### config.mk
export PLATFORM = sky130hd
export DESIGN_NAME = conv_operand_feeder
export DESIGN_NICKNAME = d
export VERILOG_FILES = /design/src/rtl/conv_operand_feeder.sv
export SDC_FILE = /design/constraint.sdc
export NUM_CORES = 1
export LEC_CHECK = 0
export ABC_AREA = 1
export CAP_MARGIN = 20
export CORE_MARGIN = 2
export CORE_UTILIZATION = 52
export DETAILED_ROUTE_END_ITERATION = 16
export GPL_TIMING_DRIVEN = 0
export PLACE_DENSITY = 0.88
export SYNTH_ARGS = -nofsm -noshare
export SYNTH_HDL_FRONTEND = slang
export SYNTH_SLANG_ARGS = --single-unit
### constraint.sdc
create_clock -name clk -period 3.72 [get_ports clk]
set_input_delay 0.744 -clock clk [delete_from_list [all_inputs] [get_ports clk]]
set_output_delay 0.744 -clock clk [all_outputs]
set_load 0.01 [all_outputs]
### src/rtl/conv_operand_feeder.sv
`default_nettype none
// =============================================================================
// conv_operand_feeder: assembles a 4-bit nibble stream into one weight vector
// and NUM_IFM IFM vectors per frame, each presented on a 128-bit bus.
// Optional macro FEEDER_WEIGHT_SKIP_EN adds skip_w (frame reuses last weights).
// Revision: 1.0
// =============================================================================
module conv_operand_feeder #(
  parameter int LANES   = 32,
  parameter int DW      = 4,
  parameter int NUM_IFM = 50
) (
  input  logic                clk,
  input  logic                rst_n,
  input  logic                start,
`ifdef FEEDER_WEIGHT_SKIP_EN
  input  logic                skip_w,
`endif
  input  logic                s_valid,
  input  logic [DW-1:0]       s_data,
  output logic                s_ready,
  output logic                weight_valid,
  output logic [LANES*DW-1:0] weight_bus,
  output logic                in_valid,
  output logic [LANES*DW-1:0] ifm_bus,
  output logic                busy,
  output logic                done
);

  localparam int LW = $clog2(LANES);
  localparam int VW = $clog2(NUM_IFM + 1);
  localparam logic [LW-1:0] LAST_LANE = LW'(LANES - 1);
  localparam logic [VW-1:0] LAST_VEC  = VW'(NUM_IFM - 1);

  typedef enum logic [1:0] {
    ST_IDLE   = 2'd0,
    ST_LOAD_W = 2'd1,
    ST_LOAD_I = 2'd2,
    ST_DONE   = 2'd3
  } state_t;

  state_t              r_state;
  logic [LW-1:0]       r_lane_cnt;
  logic [VW-1:0]       r_vec_cnt;
  logic [LANES*DW-1:0] r_staging;
  logic [LANES*DW-1:0] w_vec;
  logic                w_loading;
  logic                w_beat;
  logic                w_last_lane;

  assign w_loading   = (r_state == ST_LOAD_W) || (r_state == ST_LOAD_I);
  assign s_ready     = w_loading;
  assign busy        = w_loading;
  assign w_beat      = s_valid && w_loading;
  assign w_last_lane = (r_lane_cnt == LAST_LANE);

  // Staging image with the current beat merged in, so a completing vector can
  // be published in the same edge that accepts its last nibble.
  for (genvar k = 0; k < LANES; k++) begin : g_lane
    assign w_vec[k*DW +: DW] = (r_lane_cnt == LW'(k)) ? s_data : r_staging[k*DW +: DW];
  end

  always_ff @(posedge clk or negedge rst_n) begin
    if (!rst_n) begin
      r_state      <= ST_IDLE;
      r_lane_cnt   <= '0;
      r_vec_cnt    <= '0;
      r_staging    <= '0;
      weight_bus   <= '0;
      ifm_bus      <= '0;
      weight_valid <= 1'b0;
      in_valid     <= 1'b0;
      done         <= 1'b0;
    end else begin
      weight_valid <= 1'b0;
      in_valid     <= 1'b0;
      done         <= 1'b0;

      if (w_beat) begin
        r_staging  <= w_vec;
        r_lane_cnt <= w_last_lane ? '0 : r_lane_cnt + 1'b1;
      end

      case (r_state)
        ST_IDLE: begin
          if (start) begin
            r_lane_cnt <= '0;
            r_vec_cnt  <= '0;
`ifdef FEEDER_WEIGHT_SKIP_EN
            r_state    <= skip_w ? ST_LOAD_I : ST_LOAD_W;
`else
            r_state    <= ST_LOAD_W;
`endif
          end
        end

        ST_LOAD_W: begin
          if (w_beat && w_last_lane) begin
            weight_bus   <= w_vec;
            weight_valid <= 1'b1;
            r_state      <= ST_LOAD_I;
          end
        end

        ST_LOAD_I: begin
          if (w_beat && w_last_lane) begin
            ifm_bus   <= w_vec;
            in_valid  <= 1'b1;
            r_vec_cnt <= r_vec_cnt + 1'b1;
            if (r_vec_cnt == LAST_VEC) begin
              done    <= 1'b1;
              r_state <= ST_DONE;
            end
          end
        end

        ST_DONE: begin
          r_state <= ST_IDLE;
        end

        default: begin
          r_state <= ST_IDLE;
        end
      endcase
    end
  end

endmodule
`default_nettype wire

==> reports/metrics.cfg, run 1 <==
[worst_setup_path]
cp_max_fo = 10
arrival_ns = 3.80
crit_type = flip-flop to flip-flop
cpMaxStageDelayCell = ha_1
end_kind = flip-flop
r2r_slack_ns = 0.35
crit_required_ns = 4.15
slowest_delay_ns = 0.58
startpoint_type = flip-flop
cp_cell_sequence = ha_1, inv_1, nor2_1, ha_1, nand3_2, nor2_4, inv_2, buf_2, buf_2, nand2_1, nand2_1

[timing]
max_freq_ghz = 0.297
worst_hold_slack_ns = 0.165
hold_violations = 0
slew_viol_final = 0
worstMarginPinSlew_ns = 0.882
rsz0062_at_grt = no
period_needed_ns = 3.37
period_share_pct = 90.5
setup_violations = 0
clock_skew_ns = 0.0192
max-slew-margin-rel_pct = 41.2
timing.final.ws_setup_ns = 0.352

[cts]
clock_latency_ns = 0.55
clk_path_buf_depth = 3
cts_tree = built
cts_sinks = 400
htreeDepth = 2
clockRootBuffer = clkbuf_16
numCtsBuffers = 41
clk_pin_slew_worst_paths_ns = 0.07
post_cts_buffers = 0

[route]
num_vias = 15700
ant_nets = 0
routed_wl_mm = 51.4
drt-initial-drc-count = 1484
wl_met2_mm = 23.8
met1_length_mm = 20.5
maxUsedRoutingLayer = met4
vias_per_cell = 5.49
first_pass_iters = 6
routedWlPerCell_um = 18.0
drcViolationCount = 0
wl_met3_mm = 4.86

[global_routing]
grt_start_max_net_pins = 131
grt_pass1_wl_mm = 80.4
grt_pass1_vias = 15400
antenna_found_initial = 1
grt-ovfl-total = 0
grt_usage_pct = 30.0

[synth]
seq_area_frac_synth_pct = 58.1
synth_nets = 2097
yosys_register_bits = 400
ys_warn_count = 0
postSynthAreaPerCell_um2 = 8.30
synth_cell_type_count = 26
netlist_area_um2 = 17200
netlist_instances = 2076

[die]
rows = 66
fp.dieW_um = 186
start_util_pct = 52.8
io_pins = 269
die_h_um = 186
core_um2 = 32600
fp.dieArea_um2 = 34600

[power_and_ir_drop]
p_switching_mw = 4.13
power.total_mw = 12.2
leakagePower_nw = 11.4
irDropWorstVdd_v = 0.000284
intPower_mw = 8.04
p_clk_share_pct = 34.6
power.density_nw_per_um2 = 556
sw_frac_of_total_pct = 34.0
p_comb_share_pct = 23.4
sequentialPowerShare_pct = 42.0

[final_layout]
final_layout_size_suffix_gt1_share_pct = 6.62
final.fill_count = 2487
synthToLayoutAreaGrowth_pct = 27.1
antenna_cells = 0
final_cell_area_um2 = 21900
postLayoutCoreUtil_pct = 67.2
nNetsFinal = 2406

[min_path]
hold_path.class = input port to async pin

[run]
drv_cap = 0

[placed_design]
place_congestion = 0.889
dp_slack_ns = 0.269
port_buffers = 264
dpl.hpwl_mm = 35.7
placed_area_um2 = 20500

[outcome]
status = finished clean

area by class of cell:
cell class	instances	area, um^2	area share, %
clock inverter	18	203	0.925
sequential	400	10000	45.7
timing repair buffer	267	2730	12.5
multi-input combinational	1405	6120	28.0
clock buffer	57	1190	5.41
inverter	171	642	2.93
tap	442	553	2.52
buffer	99	459	2.10
metrics by stage:
step / std cells / setup TNS (ns)
2_1_floorplan: 2076 / 0
3_3_place_gp: 2782 / -5950.59
3_5_place_dp: 2785 / 0
4_1_cts: 2860 / 0
5_1_grt: 2859 / 0
6_report: 2859 / 0
synth_stat cells:
library cell | count | area, um^2
clkbuf_1 | 38 | 143
o21ai_0 | 152 | 761
buf_1 | 14 | 52.6
nor2_1 | 13 | 48.8
o21ai_1 | 19 | 95.1
nand3_2 | 9 | 90.1
o22ai_1 | 1 | 6.26
or2_2 | 1 | 6.26
nand3_1 | 289 | 1450
buf_4 | 11 | 82.6
nand2_1 | 880 | 3300
nand4_1 | 5 | 31.3
nor2_4 | 2 | 22.5
inv_2 | 19 | 71.3
a21oi_1 | 7 | 35.0
xor2_1 | 1 | 8.76
dfrtp_1 | 400 | 10000
a31oi_1 | 1 | 6.26
a211oi_1 | 1 | 7.51
inv_1 | 152 | 571
nor3_2 | 6 | 60.1
nand2_2 | 2 | 12.5
o21bai_1 | 2 | 15.0
ha_1 | 13 | 163
buf_2 | 37 | 185
nor3_1 | 1 | 5.00
flip-flops by register name, summed over array words and instances, names as in the netlist:
signal        cells
ifm_bus         128
r_staging       128
weight_bus      128
r_vec_cnt         6
r_lane_cnt        5
r_state           2
done              1
in_valid          1
weight_valid      1
layout by cell type (no fill, tap or decap), types with 37 or more instances in the layout:
master / n
buf_2: 37
nand3_1: 289
clkbuf_1: 43
clkdlybuf4s50_1: 263
inv_1: 152
nand2_1: 880
o21ai_0: 152
clkbuf_16: 41
dfrtp_1: 400
per-layer routing:
metal,up-vias,global-route usage [%]
li1,7182,-
met4,0,12.7
met3,167,6.77
met2,838,48.1
met1,7499,39.4
met5,-,0
critical path: cells and delay by family (launching register included):
kind / cells / cell delay, ns
flops: 1 / 0.45
simple gates: 5 / 1.04
buf+inv: 4 / 0.91
fa+ha+maj: 2 / 0.83
cell families (layout without fill, tap and decap cells):
group	after synthesis	count (layout)	synth area share, %
AO/OA/AOI/OAI	183	183	5.37
XOR/XNOR	1	1	0.0508
adder cells (fa/ha/maj)	13	13	0.944
buffers and inverters	271	612	6.41
flip-flops	400	400	58.1
AND/OR/NAND/NOR	1208	1208	29.2
power groups by stage:
| stage | clock network [mW] | registers, mW | logic (mW) |
|---|---|---|---|
| floorplan | 0 | 5.10 | 1.89 |
| CTS | 4.25 | 5.10 | 2.81 |
| global placement | 0 | 5.15 | 2.57 |
| finish | 4.21 | 5.11 | 2.85 |
| global route | 4.44 | 5.15 | 3.18 |
| detailed placement | 0 | 5.17 | 2.76 |
what timing repair did:
action | 4_1_cts | 5_1_grt
gates resized for setup | 0 | 0
endpoints found under the setup margin | 0 | 6
hold buffers | 0 | 0
final timing paths:
kind                            cells after the start     startpoint             end
worst max register to register                     11  r_lane_cnt[0]     ifm_bus[55]
worst min register to register                      2    ifm_bus[62]     ifm_bus[62]
worst max-delay path                               11  r_lane_cnt[0]     ifm_bus[55]
worst min-delay path                                1          rst_n    r_vec_cnt[4]
max in group asynchronous                           3          rst_n  weight_bus[42]
min in group clk                                    2    ifm_bus[62]     ifm_bus[62]
Note: power is estimated with default switching activity, not from simulation.
==> inputs of run 2 (changes only) <==
--- a/config.mk
+++ b/config.mk
@@ -9,9 +9,10 @@
 export CAP_MARGIN = 20
 export CORE_MARGIN = 2
 export CORE_UTILIZATION = 52
+export CTS_BUF_LIST = sky130_fd_sc_hd__clkbuf_8
 export DETAILED_ROUTE_END_ITERATION = 16
 export GPL_TIMING_DRIVEN = 0
-export PLACE_DENSITY = 0.88
+export PLACE_DENSITY = 0.83
 export SYNTH_ARGS = -nofsm -noshare
 export SYNTH_HDL_FRONTEND = slang
 export SYNTH_SLANG_ARGS = --single-unit
==> constraint.sdc (replaced) <==
create_clock -name clk -period 3.72 [get_ports clk]
set_input_delay 0.93 -clock clk [delete_from_list [all_inputs] [get_ports clk]]
set_output_delay 0.93 -clock clk [all_outputs]
set_load 0.01 [all_outputs]
==> run 2 against run 1 <==
Compared with the run above:
- register-to-register slack got worse by 0.17 ns
- largest power group unchanged
- critical path type unchanged
- cell count rose by 1.4%
- sequential cell count unchanged
- design area fell by 0.22%
- non-clock buffer count grew 1
- hold slack gained 0.13 ns
- highest routed layer unchanged
==> reports/metrics.cfg, run 2 (synthesis gave the netlist of run 1 again) <==
[cts]
post_cts_buffers = 0  ; unchanged
clock_latency_ns = 0.58  ; +0.03 ns
clockRootBuffer = clkbuf_8
clk_path_buf_depth = 3  ; unchanged
cts_tree = built
cts_sinks = 400  ; unchanged
clk_pin_slew_worst_paths_ns = 0.06  ; about the same
hold_buffers = 0  ; unchanged
htreeDepth = 3  ; +1
cts-resized-gates = 0  ; unchanged
numCtsBuffers = 67  ; +63%

[final_layout]
stdcell_count = 2899  ; +1.4%
largest_registers = ifm_bus x128, r_staging x128, weight_bus x128
final_layout_size_suffix_gt1_share_pct = 7.49  ; +0.87 points
final_cell_area_um2 = 21900  ; -0.22%
antenna_cells = 0  ; unchanged
synthToLayoutAreaGrowth_pct = 26.8
multi_input_area_um2 = 6120  ; unchanged
final.fill_count = 2517  ; +1.2%
ff_latch_area_um2 = 10000  ; unchanged
layout_commonest_cell = nand2_1
nNetsFinal = 2433  ; +1.1%
final_cell_mix = nand2_1 (880), dfrtp_1 (400), nand3_1 (289)

[placed_design]
port_buffers = 264  ; unchanged
dpl.hpwl_mm = 35.1  ; -1.5%
placed_area_um2 = 20500  ; unchanged
dp_cells = 2785  ; unchanged
place_congestion = 0.889  ; about the same
dp_slack_ns = 0.301  ; +0.0317 ns

[route]
vias_per_cell = 5.38  ; -2.0%
first_pass_iters = 6  ; unchanged
ant_nets = 0  ; unchanged
routed_wl_mm = 50.7  ; -1.4%
drt-initial-drc-count = 1649  ; +11%
routedWlPerCell_um = 17.5  ; -2.7%
drcViolationCount = 0  ; unchanged
num_vias = 15600  ; -0.64%

[worst_setup_path]
cp_max_fo = 10  ; unchanged
startpoint_type = flip-flop
crit_path_start = r_lane_cnt[0]
crit_required_ns = 4.17  ; +0.02 ns
crit_type = flip-flop to flip-flop
reg2reg_from = r_lane_cnt[0]
end_kind = flip-flop
arrival_ns = 3.99  ; +0.19 ns

[timing]
max-slew-margin-rel_pct = 40.5  ; -0.66 points
clock_skew_ns = 0.0272  ; +0.00802 ns
worstMarginPinSlew_ns = 0.892  ; +0.00995 ns
timing.final.ws_setup_ns = 0.181  ; -0.172 ns
rsz0062_at_grt = no
setup_violations = 0  ; unchanged
slew_viol_final = 0  ; unchanged
period_share_pct = 95.1  ; +4.6 points
hold_violations = 0  ; unchanged
period_needed_ns = 3.54  ; +0.172 ns
max_freq_ghz = 0.283  ; -4.8%

[die]
io_pins = 269  ; unchanged
start_util_pct = 52.8  ; unchanged
die_h_um = 186  ; unchanged
fp.dieW_um = 186  ; unchanged
fp.dieArea_um2 = 34600  ; unchanged
rows = 66  ; unchanged
core_um2 = 32600  ; unchanged

[power_and_ir_drop]
irDropWorstVdd_v = 0.000297  ; +4.3%
power.density_nw_per_um2 = 540  ; -2.8%
leakagePower_nw = 11.5  ; +0.72%

[global_routing]
grt-ovfl-total = 0  ; unchanged
grt_pass1_vias = 15300  ; -0.91%
antenna_found_initial = 1  ; unchanged
grt_pass1_wl_mm = 79.8  ; -0.74%
grt_start_max_net_pins = 128  ; -2.3%
grt_usage_pct = 29.8  ; -0.24 points

[min_path]
hold_path.class = input port to async pin

[outcome]
status = finished clean

[run]
drv_cap = 0  ; unchanged

==> run 2: cell count changes in the layout (fill, tap and decap cells not counted), sizes merged <==
cell,previous run,this run
bufinv,3,2
clkbuf,94,121
clkinv,10,3
clkinvlp,3,2
inv,173,195
==> run 2: area by class of cell <==
cell class,instances,area share (%)
buffer,100,2.12
multi-input combinational,1405,28.0
tap,442,2.53
clock inverter,31,0.893
inverter,171,2.94
timing repair buffer,267,12.5
clock buffer,83,5.23
sequential,400,45.8
==> run 2: through the flow <==
step | utilization [%] | total power, mW | setup TNS [ns] | hold WS [ns]
2_1_floorplan | - | 6.98 | 0 | 0.449
3_3_place_gp | 62.6 | 7.73 | -6119.64 | 0.457
3_5_place_dp | 62.9 | 7.89 | 0 | 0.461
4_1_cts | 67.0 | 11.8 | 0 | 0.293
5_1_grt | 67.0 | 12.4 | 0 | 0.319
6_report | 67.0 | 11.8 | 0 | 0.293
==> run 2: critical path, stage by stage, from the launching register on <==
cell and delay (ns):
dfrtp_1 0.46, ha_1 0.19, clkbuf_1 0.56, inv_1 0.14, nor2_1 0.24, ha_1 0.25
nand3_2 0.17, nor2_4 0.46, inv_2 0.16, buf_2 0.32, buf_2 0.29, nand2_1 0.10
nand2_1 0.05
==> run 2: worst paths after layout <==
| check | endpoint | slack [ns] | cells after the start |
|---|---|---|---|
| setup / recovery | ifm_bus[57] | 0.18 | 12 |
| hold / removal | ifm_bus[6] | 0.29 | 1 |
| setup reg to reg | ifm_bus[57] | 0.18 | 12 |
| hold reg to reg | ifm_bus[61] | 0.47 | 2 |
| max in group asynchronous | ifm_bus[43] | 2.05 | 3 |
| min in group clk | ifm_bus[61] | 0.47 | 2 |
==> run 2: routing by layer <==
layer  vias to the layer above  global-route usage, %  routed length [um]
met5                         -                      0                   0
met4                         0                   12.4                1830
met3                       126                   7.49                4560
met2                       727                   46.6               23300
met1                      7483                   39.6               21000
li1                       7249                      -                   -
==> run 2: power by group <==
part | internal, mW | leakage, nW | total, mW | switching, mW
Sequential | 4.85 | 5.53 | 5.10 | 0.251
Clock | 2.15 | 0.763 | 3.91 | 1.76
Combinational | 0.739 | 5.18 | 2.79 | 2.05
==> edit (settings of run 1) <==
Change the parameter `DW` from 4 to 5.
--- a/src/rtl/conv_operand_feeder.sv
+++ b/src/rtl/conv_operand_feeder.sv
@@ -9,3 +9,3 @@
   parameter int LANES   = 32,
-  parameter int DW      = 4,
+  parameter int DW      = 5,
   parameter int NUM_IFM = 50
Ports: changed (resized ifm_bus, s_data and weight_bus); port bits go from 269 to 334. The function was not compared with the original's and may differ.
==> edit against run 1 <==
Critical path depth is the same. Worst setup slack lost 0.061 ns. Final area grew 24%. Sequential power grew 24%. Power grew 24%. Area after synthesis grew 24%. Synthesized cell count grew 23%. Wire length grew 30%. Count of clock-buffer cells in the layout grew 15. Maximum frequency shrank 1.8%. Sequential cell count grew 96. Via count grew 26%. Critical endpoint is now ifm_bus[145]$_DFFE_PN0P_.
==> edit: results <==
metrics = {
    "run_status": {
        "status": "finished clean",
    },
    "final_layout": {
        "multi_input_area_um2": 7470,
        "nClkBuffers": 72,
        "antenna-diode-count": 1,
        "drive_gt1_frac": 0.0688,
        "num-multi-input-gates": 1727,
        "nFillCells": 3058,
        "seq_area_frac": 0.458,
        "reg.largest.list": "ifm_bus (160), r_staging (160), weight_bus (160)",
        "nNonClkBuffers": 466,
        "layout.nonclk_buf_frac": 0.152,
        "fin_nets": 2966,
        "inverters": 203,
    },
    "yosys": {
        "yosys-top-cells-count": "nand2_1 (1,090), dfrtp_1 (496), nand3_1 (357)",
        "syn-cell-area_um2": 21400,
        "synth-seq-area-share": 0.581,
    },
    "global_route": {
        "track_usage": 0.312,
        "antenna_found_initial": 2,
        "grt_pass1_wl_mm": 103,
        "grt_start_max_net_pins": 121,
        "grt_pass1_vias": 19400,
    },
    "power": {
        "switching_share": 0.337,
        "clk-power_mw": 5.17,
        "ir_worst_vdd_mv": 0.411,
        "power_mw": 15.0,
        "total_leakage_power_nw": 14.2,
    },
    "clocking": {
        "clock-sinks": 496,
        "cts_max_level": 2,
        "cts_made_buffers": 50,
        "path_clk_slew_ns": 0.06,
        "worstSkewPairLatency_ns": 0.57,
    },
    "routing": {
        "vias_per_cell": 5.64,
        "drt_iter0_drc": 2085,
        "drt-wirelength-per-cell_um": 19.1,
    },
    "placed_design": {
        "gp_congestion": 0.902,
        "hpwlAfterDp_mm": 46.6,
        "post-place-ws_ns": 0.405,
        "numPortBuffers": 328,
    },
    "critical_path": {
        "slowest_stage": "clkbuf_1",
        "arrival_ns": 3.94,
        "cpLargestDelayFamily": "buffers and inverters",
    },
    "sta": {
        "fin_worst_skew_ns": 0.0203,
        "slew_headroom": 0.356,
    },
}
==> edit: routing by layer <==
layer	global-route usage	vias up	share of wire
li1	-	8853	-
met1	0.419	9569	0.39
met2	0.493	1136	0.46
met3	0.0548	246	0.095
met4	0.156	2	0.052
met5	0	-	0.00019
==> edit: through the flow <==
step / instances / area (µm²) / setup TNS, ns / hold slack, ns
floorplan: 2560 / 21400 / 0 / 0.448
global placement: 3420 / 25300 / -9367.82 / 0.458
detailed placement: 3424 / 25400 / 0 / 0.464
CTS: 3513 / 27100 / 0 / 0.0942
global route: 3514 / 27100 / 0 / 0.110
finish: 3514 / 27100 / 0 / 0.0916
==> edit: final timing paths <==
kind / startpoint / to / slack (ns) / cells after the start
max in group asynchronous: rst_n / r_staging[103]$_DFFE_PN0P_ / 2.19 / 3
setup reg to reg: r_lane_cnt[1]$_DFF_PN0_ / ifm_bus[145]$_DFFE_PN0P_ / 0.29 / 11
hold reg to reg: ifm_bus[158]$_DFFE_PN0P_ / ifm_bus[158]$_DFFE_PN0P_ / 0.48 / 2
min in group clk: ifm_bus[158]$_DFFE_PN0P_ / ifm_bus[158]$_DFFE_PN0P_ / 0.48 / 2
hold / removal: rst_n / weight_bus[98]$_DFFE_PN0P_ / 0.09 / 1
setup / recovery: r_lane_cnt[1]$_DFF_PN0_ / ifm_bus[145]$_DFFE_PN0P_ / 0.29 / 11
==> edit: cells by family (layout without fill, tap and decap cells) <==
family | after synthesis | after routing | synth area share
adders and majority gates | 13 | 13 | 0.00761
xor gates and xnor gates | 2 | 2 | 0.000820
buffers and inverters | 337 | 758 | 0.0701
other | 0 | 1 | 0
AOI/OAI and AO/OA | 220 | 220 | 0.0520
DFF | 496 | 496 | 0.581
and+or+nand+nor | 1492 | 1492 | 0.289
